===== src/rtl/alu_pkg.sv =====
// +----------------------------------------------------------------------+
// | alu_pkg : opcode map, flag bit positions and CMP result codes         |
// | Rev 1.0                                                               |
// +----------------------------------------------------------------------+
`default_nettype none

package alu_pkg;

  typedef enum logic [3:0] {
    OP_ADD  = 4'h0,
    OP_SUB  = 4'h1,
    OP_SHL  = 4'h2,
    OP_SHR  = 4'h3,
    OP_CMP  = 4'h4,
    OP_AND  = 4'h5,
    OP_OR   = 4'h6,
    OP_XOR  = 4'h7,
    OP_NAND = 4'h8,
    OP_NOR  = 4'h9,
    OP_XNOR = 4'hA,
    OP_INV  = 4'hB,
    OP_NEG  = 4'hC,
    OP_STO  = 4'hD,
    OP_SWP  = 4'hE,
    OP_LOAD = 4'hF
  } opcode_t;

  localparam int FLG_N = 3;
  localparam int FLG_Z = 2;
  localparam int FLG_C = 1;
  localparam int FLG_V = 0;

  // CMP_LT is sign-extended to all-ones when cast to the datapath width
  localparam int CMP_EQ = 0;
  localparam int CMP_GT = 1;
  localparam int CMP_LT = -1;

endpackage

`default_nettype wire


===== src/rtl/alu_exec_unit.sv =====
// +----------------------------------------------------------------------+
// | alu_exec_unit : combinational op decode -> result, next A/B, flags   |
// | Optional: ALU_SAT_EN saturates ADD/SUB/NEG on signed overflow        |
// | Rev 1.0                                                               |
// +----------------------------------------------------------------------+
`default_nettype none

module alu_exec_unit
  import alu_pkg::*;
#(
  parameter int WIDTH = 8
) (
  input  logic [3:0]       op,
  input  logic [WIDTH-1:0] a,
  input  logic [WIDTH-1:0] b,
  input  logic [WIDTH-1:0] data_in,
  output logic [WIDTH-1:0] r,
  output logic [WIDTH-1:0] a_next,
  output logic [WIDTH-1:0] b_next,
  output logic [3:0]       flags
);

  localparam int M = WIDTH - 1;
  localparam logic [WIDTH-1:0] MIN_S = {1'b1, {(WIDTH-1){1'b0}}};
`ifdef ALU_SAT_EN
  localparam logic [WIDTH-1:0] MAX_S = {1'b0, {(WIDTH-1){1'b1}}};
`endif

  opcode_t          op_e;
  logic [WIDTH:0]   sum;
  logic [WIDTH:0]   diff;
  logic [WIDTH-1:0] neg;
  logic [WIDTH:0]   shl_t;
  logic [WIDTH:0]   shr_t;
  logic             shift_big;
  logic [WIDTH-1:0] r_raw;
  logic             c;
  logic             v;
  logic             keep_a;
  logic             a_from_b;

  assign op_e      = opcode_t'(op);
  assign sum       = {1'b0, a} + {1'b0, b};
  assign diff      = {1'b0, a} - {1'b0, b};
  assign neg       = '0 - a;
  // One guard bit on the far side of each shift captures the last bit shifted out
  assign shl_t     = {1'b0, a} << b;
  assign shr_t     = {a, 1'b0} >> b;
  assign shift_big = (b >= WIDTH'(WIDTH));

  always_comb begin
    r_raw    = '0;
    c        = 1'b0;
    v        = 1'b0;
    keep_a   = 1'b0;
    a_from_b = 1'b0;
    b_next   = b;
    case (op_e)
      OP_ADD: begin
        r_raw = sum[WIDTH-1:0];
        c     = sum[WIDTH];
        v     = (a[M] == b[M]) && (sum[M] != a[M]);
      end
      OP_SUB: begin
        r_raw = diff[WIDTH-1:0];
        c     = diff[WIDTH];
        v     = (a[M] != b[M]) && (diff[M] != a[M]);
      end
      OP_SHL: begin
        if (b == '0) begin
          r_raw = a;
        end else if (!shift_big) begin
          r_raw = shl_t[WIDTH-1:0];
          c     = shl_t[WIDTH];
        end
      end
      OP_SHR: begin
        if (b == '0) begin
          r_raw = a;
        end else if (!shift_big) begin
          r_raw = shr_t[WIDTH:1];
          c     = shr_t[0];
        end
      end
      OP_CMP: begin
        keep_a = 1'b1;
        c      = diff[WIDTH];
        if (a == b)            r_raw = WIDTH'(CMP_EQ);
        else if (diff[WIDTH])  r_raw = WIDTH'(CMP_LT);
        else                   r_raw = WIDTH'(CMP_GT);
      end
      OP_AND:  r_raw = a & b;
      OP_OR:   r_raw = a | b;
      OP_XOR:  r_raw = a ^ b;
      OP_NAND: r_raw = ~(a & b);
      OP_NOR:  r_raw = ~(a | b);
      OP_XNOR: r_raw = ~(a ^ b);
      OP_INV:  r_raw = ~a;
      OP_NEG: begin
        r_raw = neg;
        c     = (a != '0);
        v     = (a == MIN_S);
      end
      OP_STO: begin
        r_raw  = a;
        keep_a = 1'b1;
        b_next = a;
      end
      OP_SWP: begin
        r_raw    = b;
        a_from_b = 1'b1;
        b_next   = a;
      end
      OP_LOAD: r_raw = data_in;
      default: r_raw = '0;
    endcase

    r = r_raw;
`ifdef ALU_SAT_EN
    // Only ADD/SUB/NEG raise V; true sign of an ADD/SUB overflow is A's sign, NEG overflow is positive
    if (v) r = (a[M] && (op_e != OP_NEG)) ? MIN_S : MAX_S;
`endif

    if (a_from_b)    a_next = b;
    else if (keep_a) a_next = a;
    else             a_next = r;

    flags        = 4'b0000;
    flags[FLG_N] = r[M];
    flags[FLG_Z] = (r == '0);
    flags[FLG_C] = c;
    flags[FLG_V] = v;
  end

endmodule

`default_nettype wire


===== src/rtl/alu_seq_core.sv =====
// +----------------------------------------------------------------------+
// | alu_seq_core : registered ALU with A/B operands and one output slot  |
// | Optional: ALU_SAT_EN (saturating ADD/SUB/NEG in alu_exec_unit)       |
// | Rev 1.0                                                               |
// +----------------------------------------------------------------------+
`default_nettype none

module alu_seq_core
  import alu_pkg::*;
#(
  parameter int WIDTH = 8
) (
  input  logic             clk,
  input  logic             rst,
  input  logic             in_valid,
  output logic             in_ready,
  input  logic [3:0]       op,
  input  logic [WIDTH-1:0] data_in,
  output logic             out_valid,
  input  logic             out_ready,
  output logic [WIDTH-1:0] y,
  output logic [3:0]       flags
);

  logic [WIDTH-1:0] a_q, a_d;
  logic [WIDTH-1:0] b_q, b_d;
  logic [WIDTH-1:0] y_q, y_d;
  logic [3:0]       flags_q, flags_d;
  logic             out_valid_q, out_valid_d;

  logic [WIDTH-1:0] exec_r;
  logic [WIDTH-1:0] exec_a;
  logic [WIDTH-1:0] exec_b;
  logic [3:0]       exec_flags;
  logic             accept;

  alu_exec_unit #(
    .WIDTH (WIDTH)
  ) u_exec (
    .op      (op),
    .a       (a_q),
    .b       (b_q),
    .data_in (data_in),
    .r       (exec_r),
    .a_next  (exec_a),
    .b_next  (exec_b),
    .flags   (exec_flags)
  );

  // Single slot: free when empty or being drained this cycle
  assign in_ready = !out_valid_q || out_ready;
  assign accept   = in_valid && in_ready;

  always_comb begin
    a_d         = a_q;
    b_d         = b_q;
    y_d         = y_q;
    flags_d     = flags_q;
    out_valid_d = out_valid_q;
    if (accept) begin
      a_d         = exec_a;
      b_d         = exec_b;
      y_d         = exec_r;
      flags_d     = exec_flags;
      out_valid_d = 1'b1;
    end else if (out_ready) begin
      out_valid_d = 1'b0;
    end
  end

  always_ff @(posedge clk) begin
    if (rst) begin
      a_q         <= '0;
      b_q         <= '0;
      y_q         <= '0;
      flags_q     <= '0;
      out_valid_q <= 1'b0;
    end else begin
      a_q         <= a_d;
      b_q         <= b_d;
      y_q         <= y_d;
      flags_q     <= flags_d;
      out_valid_q <= out_valid_d;
    end
  end

  assign y         = y_q;
  assign flags     = flags_q;
  assign out_valid = out_valid_q;

endmodule

`default_nettype wire


===== config.mk =====
export PLATFORM = sky130hd
export DESIGN_NAME = alu_seq_core
export DESIGN_NICKNAME = d
export VERILOG_FILES = /design/src/rtl/alu_pkg.sv /design/src/rtl/alu_exec_unit.sv /design/src/rtl/alu_seq_core.sv
export SDC_FILE = /design/constraint.sdc
export NUM_CORES = 1
export LEC_CHECK = 0
export CORE_ASPECT_RATIO = 0.75
export CORE_MARGIN = 3
export CORE_UTILIZATION = 55
export CTS_CLUSTER_SIZE = 12
export DETAILED_ROUTE_END_ITERATION = 6
export DONT_BUFFER_PORTS = 1
export PLACE_DENSITY = 0.66
export SYNTH_ARGS = -nofsm -noshare
export SYNTH_HDL_FRONTEND = slang
export SYNTH_SLANG_ARGS = --single-unit

===== constraint.sdc =====
create_clock -name clk -period 6.25 [get_ports clk]
set_input_delay 0.9375 -clock clk [delete_from_list [all_inputs] [get_ports clk]]
set_output_delay 0.9375 -clock clk [all_outputs]
set_load 0.01 [all_outputs]

# --- Word level (Yosys, flattened, before mapping) ---
# Index checks and enable logic that the tools add are counted.
classes:
  add_sub_neg: 3
  magnitude_cmp: 1
  n_eq_ne: 22
  shifts: 2
  mux: 19
  bitwise_logic: 7
  n_reduce_logical: 15
op_table:
  columns: ["op", "count"]
  rows:
  - ["8-bit one-hot mux with 16 select lines", 1]
  - ["8-bit two-way mux", 8]
  - ["4-bit equality test, second input constant", 8]
  - ["8-bit NOT", 4]
  - ["4-bit by 3-bit equality test with 1-bit output, second input constant", 4]
  - ["8-bit zero test", 2]
  - ["8-bit by 8-bit adder with 9-bit output", 1]
  - ["8-bit by 8-bit << shifter with 9-bit output", 1]
  - ["9-bit by 8-bit >> shifter with 9-bit output", 1]
  - ["8-bit by 8-bit subtractor with 9-bit output", 1]
  - ["8-bit AND", 1]
  - ["4-bit by 2-bit equality test with 1-bit output, second input constant", 2]
  - ["8-bit equality test", 1]
  - ["8-bit equality test, second input constant", 1]
  - ["8-bit by 4-bit >= comparator with 1-bit output, second input constant", 1]
  - ["1-bit two-way mux", 8]
  - ["8-bit bitwise OR", 1]
  - ["8-bit nonzero test", 1]
  - ["1-bit by 8-bit subtractor with 8-bit output, first input constant", 1]
  - ["8-bit XOR", 1]
  - ["2-bit OR reduction", 3]
  - ["1-bit one-hot mux with 5 select lines", 1]
  - ["4-bit by 1-bit equality test with 1-bit output, second input constant", 1]
  - ["4-bit zero test", 1]
  - ["other kinds (9)", 14]
word_totals:
  register_bits: 29
  in_bits: 16
  out_inout_bits: 14

# --- Longest topological paths before layout ---
depth:
  ltp_word: 6
  depth_mapped: 13

# --- Hierarchy ---
# From an unflattened synthesis, not the netlist that was laid out.
unflattened:
  cells_unflattened: 606
  area_unflattened_um2: 4847.1
modules_own_cells:
  columns: ["module", "instances", "cells_each", "area_per_inst_um2", "seq_area_each_um2"]
  rows:
  - ["alu_exec_unit", 1, 475, 3331.9, 0.0]
  - ["alu_seq_core", 1, 131, 1515.2, 580.6]

# --- Least setup slack after synthesis ---
# OpenSTA, ideal clock, no wires.
synth_path:
  kind: "reg2reg"
  startpoint: "reg a_q[3]"
  endpoint: "reg flags_q[2], in the netlist flags[2]"
  setup_ps: 59
  t_arrival_ps: 2831
  t_required_ps: 6191
  path_slack_ps: 3359
  stages_incl_launch_ff: 12
  period_less_slack_ps: 2891
  path_cell_list: "dfxtp_1 > clkbuf_1 > inv_1 > ha_1 > buf_2 > or4_1 > a21o_1 > and2_4 > nand3b_1 > a221oi_2 > nor4bb_1 > a41o_1"
synth_via:
  elab_chain_len: 5
  word_cells_on_any_way: 21
  cone_classes: "add/sub (3); eq/ne (1); shift (2); mux (7); bitwise (7); reduce/logical (1)"
synth_lines:
  columns: ["item", "line_no", "rtl"]
  rows:
  - ["start, declared", "alu_seq_core.sv:25", "logic [WIDTH-1:0] a_q, a_d;"]
  - ["start signal, assigned", "alu_seq_core.sv:73", "a_q <= '0;"]
  - ["start signal, assigned", "alu_seq_core.sv:79", "a_q <= a_d;"]
  - ["8-bit by 8-bit subtractor with 9-bit output, or another cell as far along", "alu_exec_unit.sv:44", "assign diff = {1'b0, a} - {1'b0, b};"]
  - ["8-bit two-way mux, on equally long branches", "alu_exec_unit.sv:89, alu_exec_unit.sv:72, alu_exec_unit.sv:80", null]
  - ["8-bit two-way mux, on equally long branches", "alu_exec_unit.sv:88, alu_exec_unit.sv:70, alu_exec_unit.sv:78", null]
  - ["8-bit one-hot mux with 16 select lines (*)", "alu_exec_unit.sv:58", "case (op_e)"]
  - ["8-bit zero test (*)", "alu_exec_unit.sv:130", "flags[FLG_Z] = (r == '0);"]
  - ["end signal, assigned", "alu_seq_core.sv:82", "flags_q <= flags_d;"]
  - ["end, declared", "alu_seq_core.sv:28", "logic [3:0] flags_q, flags_d;"]
# Every way passes the cells marked *; elsewhere a longest branch is shown, timed or not.
# A chain may end at the register's enable or synchronous reset.

# --- Worst setup path after layout ---
layout_path:
  startpoint: "reg b_q[1]"
  endpoint: "reg flags_q[2], in the netlist flags[2]"
layout_via:
  elab_chain_len: 5
  word_cells_on_any_way: 21
  cone_classes: "add/sub (2); order compare (1); eq/ne (1); shift (2); mux (7); bitwise (6); reduce/logical (2)"
layout_lines:
  columns: ["item", "line_no", "rtl"]
  rows:
  - ["start, declared", "alu_seq_core.sv:26", "logic [WIDTH-1:0] b_q, b_d;"]
  - ["start signal, assigned", "alu_seq_core.sv:74", "b_q <= '0;"]
  - ["start signal, assigned", "alu_seq_core.sv:80", "b_q <= b_d;"]
  - ["8-bit by 8-bit subtractor with 9-bit output, or another cell as far along", "alu_exec_unit.sv:44", null]
  - ["8-bit two-way mux, on equally long branches", "alu_exec_unit.sv:89, alu_exec_unit.sv:72, alu_exec_unit.sv:80", null]
  - ["8-bit two-way mux, on equally long branches", "alu_exec_unit.sv:88, alu_exec_unit.sv:70, alu_exec_unit.sv:78", null]
  - ["8-bit one-hot mux with 16 select lines (*)", "alu_exec_unit.sv:58", null]
  - ["8-bit zero test (*)", "alu_exec_unit.sv:130", null]
# Marked as above.

==> flow_summary.json <==
{
  "power_density_nw_per_um2": 146,
  "grt_first_pass_wirelength_um": 22400,
  "cts_buffers": 3,
  "clock_power_share": 0.248,
  "async_reset_ff_frac": 0,
  "cts_resized": 0,
  "nFillCells": 680,
  "vias_per_cell": 7.06,
  "die_h_um": 79.8,
  "power.share.sequential": 0.365,
  "syn_inst": 553,
  "synth_xor_area_frac": 0.0263,
  "place_congestion": 1.06,
  "finalHoldViolCount": 0,
  "leakagePower_nw": 1.43,
  "power_frac_comb": 0.387,
  "fp-row-count": 26,
  "r2r_slack_ns": 2.27,
  "synth_ff_type": "dfxtp_1",
  "clock_skew_ns": 0.00529,
  "outcome": "completed",
  "die_area_um2": 8340,
  "synth_compound_area_frac": 0.295,
  "clock_sinks": 28,
  "start_kind": "flop",
  "p_sw_frac": 0.376,
  "power.internal_w": 0.000363,
  "worst-endpoint-required_ns": 6.48,
  "nets": 560,
  "cts_max_level": 1,
  "groute.usage.overall": 0.344,
  "max_freq_ghz": 0.252,
  "dp_slack_ns": 2.44,
  "avgSynthCellArea_um2": 7.23,
  "synth_top_family_by_area": "compound AO/OA/AOI/OAI gates",
  "drc": 0,
  "synthAdderAreaFrac": 0.0883,
  "finalSetupViolCount": 0,
  "synth_warnings": 0,
  "final_antenna_net_count": 0,
  "cts.clk_slew.worst_paths_ns": 0.10,
  "mostFrequentLayoutCells": "nor2_1 (65), nand2_1 (53), a21oi_1 (44)",
  "max_stage_delay_ns": 0.62,
  "wl_per_cell_um": 23.5,
  "synth-simple-area-share": 0.291,
  "start_util": 0.577,
  "ir_drop_mv": 0.108,
  "setup_ws_ns": 2.27,
  "tritoncts": "built",
  "post-cts-setup-buffer-count": 0,
  "grt_max_degree": 54,
  "drt-pass1-iter-count": 6,
  "synth_cell_types": 86,
  "period_minus_slack_ns": 3.98,
  "drt_wl_total_um": 14500,
  "grt-ovfl-total": 0,
  "slew_headroom": 0.524,
  "fin_crit_sh": 0.636,
  "portBuffers": 0,
  "vias": 4337,
  "grt_pass1_vias": 3921,
  "crit_chain": "buf_4 -> clkinv_1 -> fa_1 -> nor2b_1 -> o31ai_1 -> nand3b_1 -> a21oi_1 -> nor4_1 -> a32oi_1 -> nor4bb_1 -> a41o_1",
  "ys_seq_area_frac": 0.140,
  "hold_buffers": 0,
  "tightest_slew_ns": 0.714,
  "coreArea_um2": 6930,
  "clk_latency_ns": 0.28,
  "crit_arrival_ns": 4.20,
  "dpl.hpwl_um": 10700,
  "syn2layout_area_growth_pct": -0.188,
  "instances_no_fill": 614,
  "clockBufferDepth": 2,
  "antenna_found_initial": 0,
  "p_switching_w": 0.000219,
  "rsz0062_at_grt": "no",
  "crit_path_end_kind": "flop",
  "worstPathMaxFanout": 26,
  "drt-initial-drc-count": 539,
  "synthesis.nets": 596,
  "drive_gt1_frac": 0.0736,
  "die_w_um": 104,
  "setup_tns_ns": 0,
  "hold_class": "reg2reg",
  "layout_commonest_cell": "nor2_1",
  "synth_edf_count": 0,
  "finalMaxSlewViolations": 0,
  "cts-root-buf": "clkbuf_8",
  "diodes": 0,
  "mappedNetlistArea_um2": 4000,
  "dp.cells": 610,
  "critPathKind": "reg2reg",
  "cp_slowest_cell": "fa_1",
  "io_pins": 30,
  "synthMuxAreaShare": 0.0708,
  "maxCapViolCount": 0,
  "ys_ff_latch": 28
}
-- logic make-up after synthesis --
group,Yosys count
flip-flops,28
AO/OA/AOI/OAI,166
multiplexers,19
AND/OR/NAND/NOR,225
XOR/XNOR,12
buffers and inverters,76
adder cells (fa/ha/maj),27
-- worst max-delay path, delay by kind of cell (launching register included) --
family | cells | cell delay (ns)
AOI/OAI and AO/OA | 4 | 1.08
and+or+nand+nor | 4 | 1.07
buffers and inverters | 2 | 0.79
adders and majority gates | 1 | 0.62
DFF | 1 | 0.34
-- final timing paths --
kind,startpoint,to,cells after the start
max,b_q[1],flags[2],11
min,y[0],y[0],2
max reg2reg,b_q[1],flags[2],11
min reg2reg,y[0],y[0],2
-- routing by layer --
| metal | vias up | wire length [µm] | GRT usage |
|---|---|---|---|
| met1 | 2011 | 6350 | 0.510 |
| met4 | 0 | 403 | 0.0757 |
| met2 | 321 | 6050 | 0.516 |
| met5 | - | 0 | 0 |
| met3 | 34 | 1650 | 0.0631 |
| li1 | 1971 | - | - |
-- cells in the mapped netlist, types with 12 or more instances --
cell type  instances  share of area
nor2_1            65          0.061
nand2_1           53          0.050
a21oi_1           44          0.055
dfxtp_1           28           0.14
inv_1             28          0.026
ha_1              25          0.078
nor3_1            21          0.026
clkbuf_1          20          0.019
o21ai_0           18          0.023
buf_2             17          0.021
nand3_1           13          0.016
nor2b_1           13          0.020
nand2b_1          12          0.019
-- through the flow --
step	cell area, µm²	hold WS, ns	total power, W	utilization
after floorplan	4000	0.481	0.000393	-
after global routing	3990	0.523	0.000609	0.576
after detailed placement	3920	0.494	0.000432	0.565
after global placement	3920	0.486	0.000434	0.565
final	3990	0.506	0.000582	0.576
after CTS	3990	0.509	0.000574	0.576
-- power by group through the flow --
stage	logic (W)	registers [W]	clock network [W]
finish	0.000225	0.000212	0.000144
global route	0.000243	0.000214	0.000153
CTS	0.000218	0.000211	0.000145
detailed placement	0.000217	0.000215	0
global placement	0.000219	0.000215	0
floorplan	0.000191	0.000203	0
-- cell type report --
cell class              count  area (µm²)  share of cell area
multi-input cells         449        3080               0.773
well taps                  98         123              0.0307
repair buffers              5        37.5             0.00941
inverters                  30         113              0.0282
clock buffers               3        41.3              0.0104
flip-flops and latches     28         561               0.141
clock inverters             1        30.0             0.00753
-- sequential cells by signal, summed over array words and instances (netlist names) --
register	cells
flags	3
a_q	8
out_valid	1
y	8
b_q	8
Note: power is estimated with default switching activity, not from simulation.
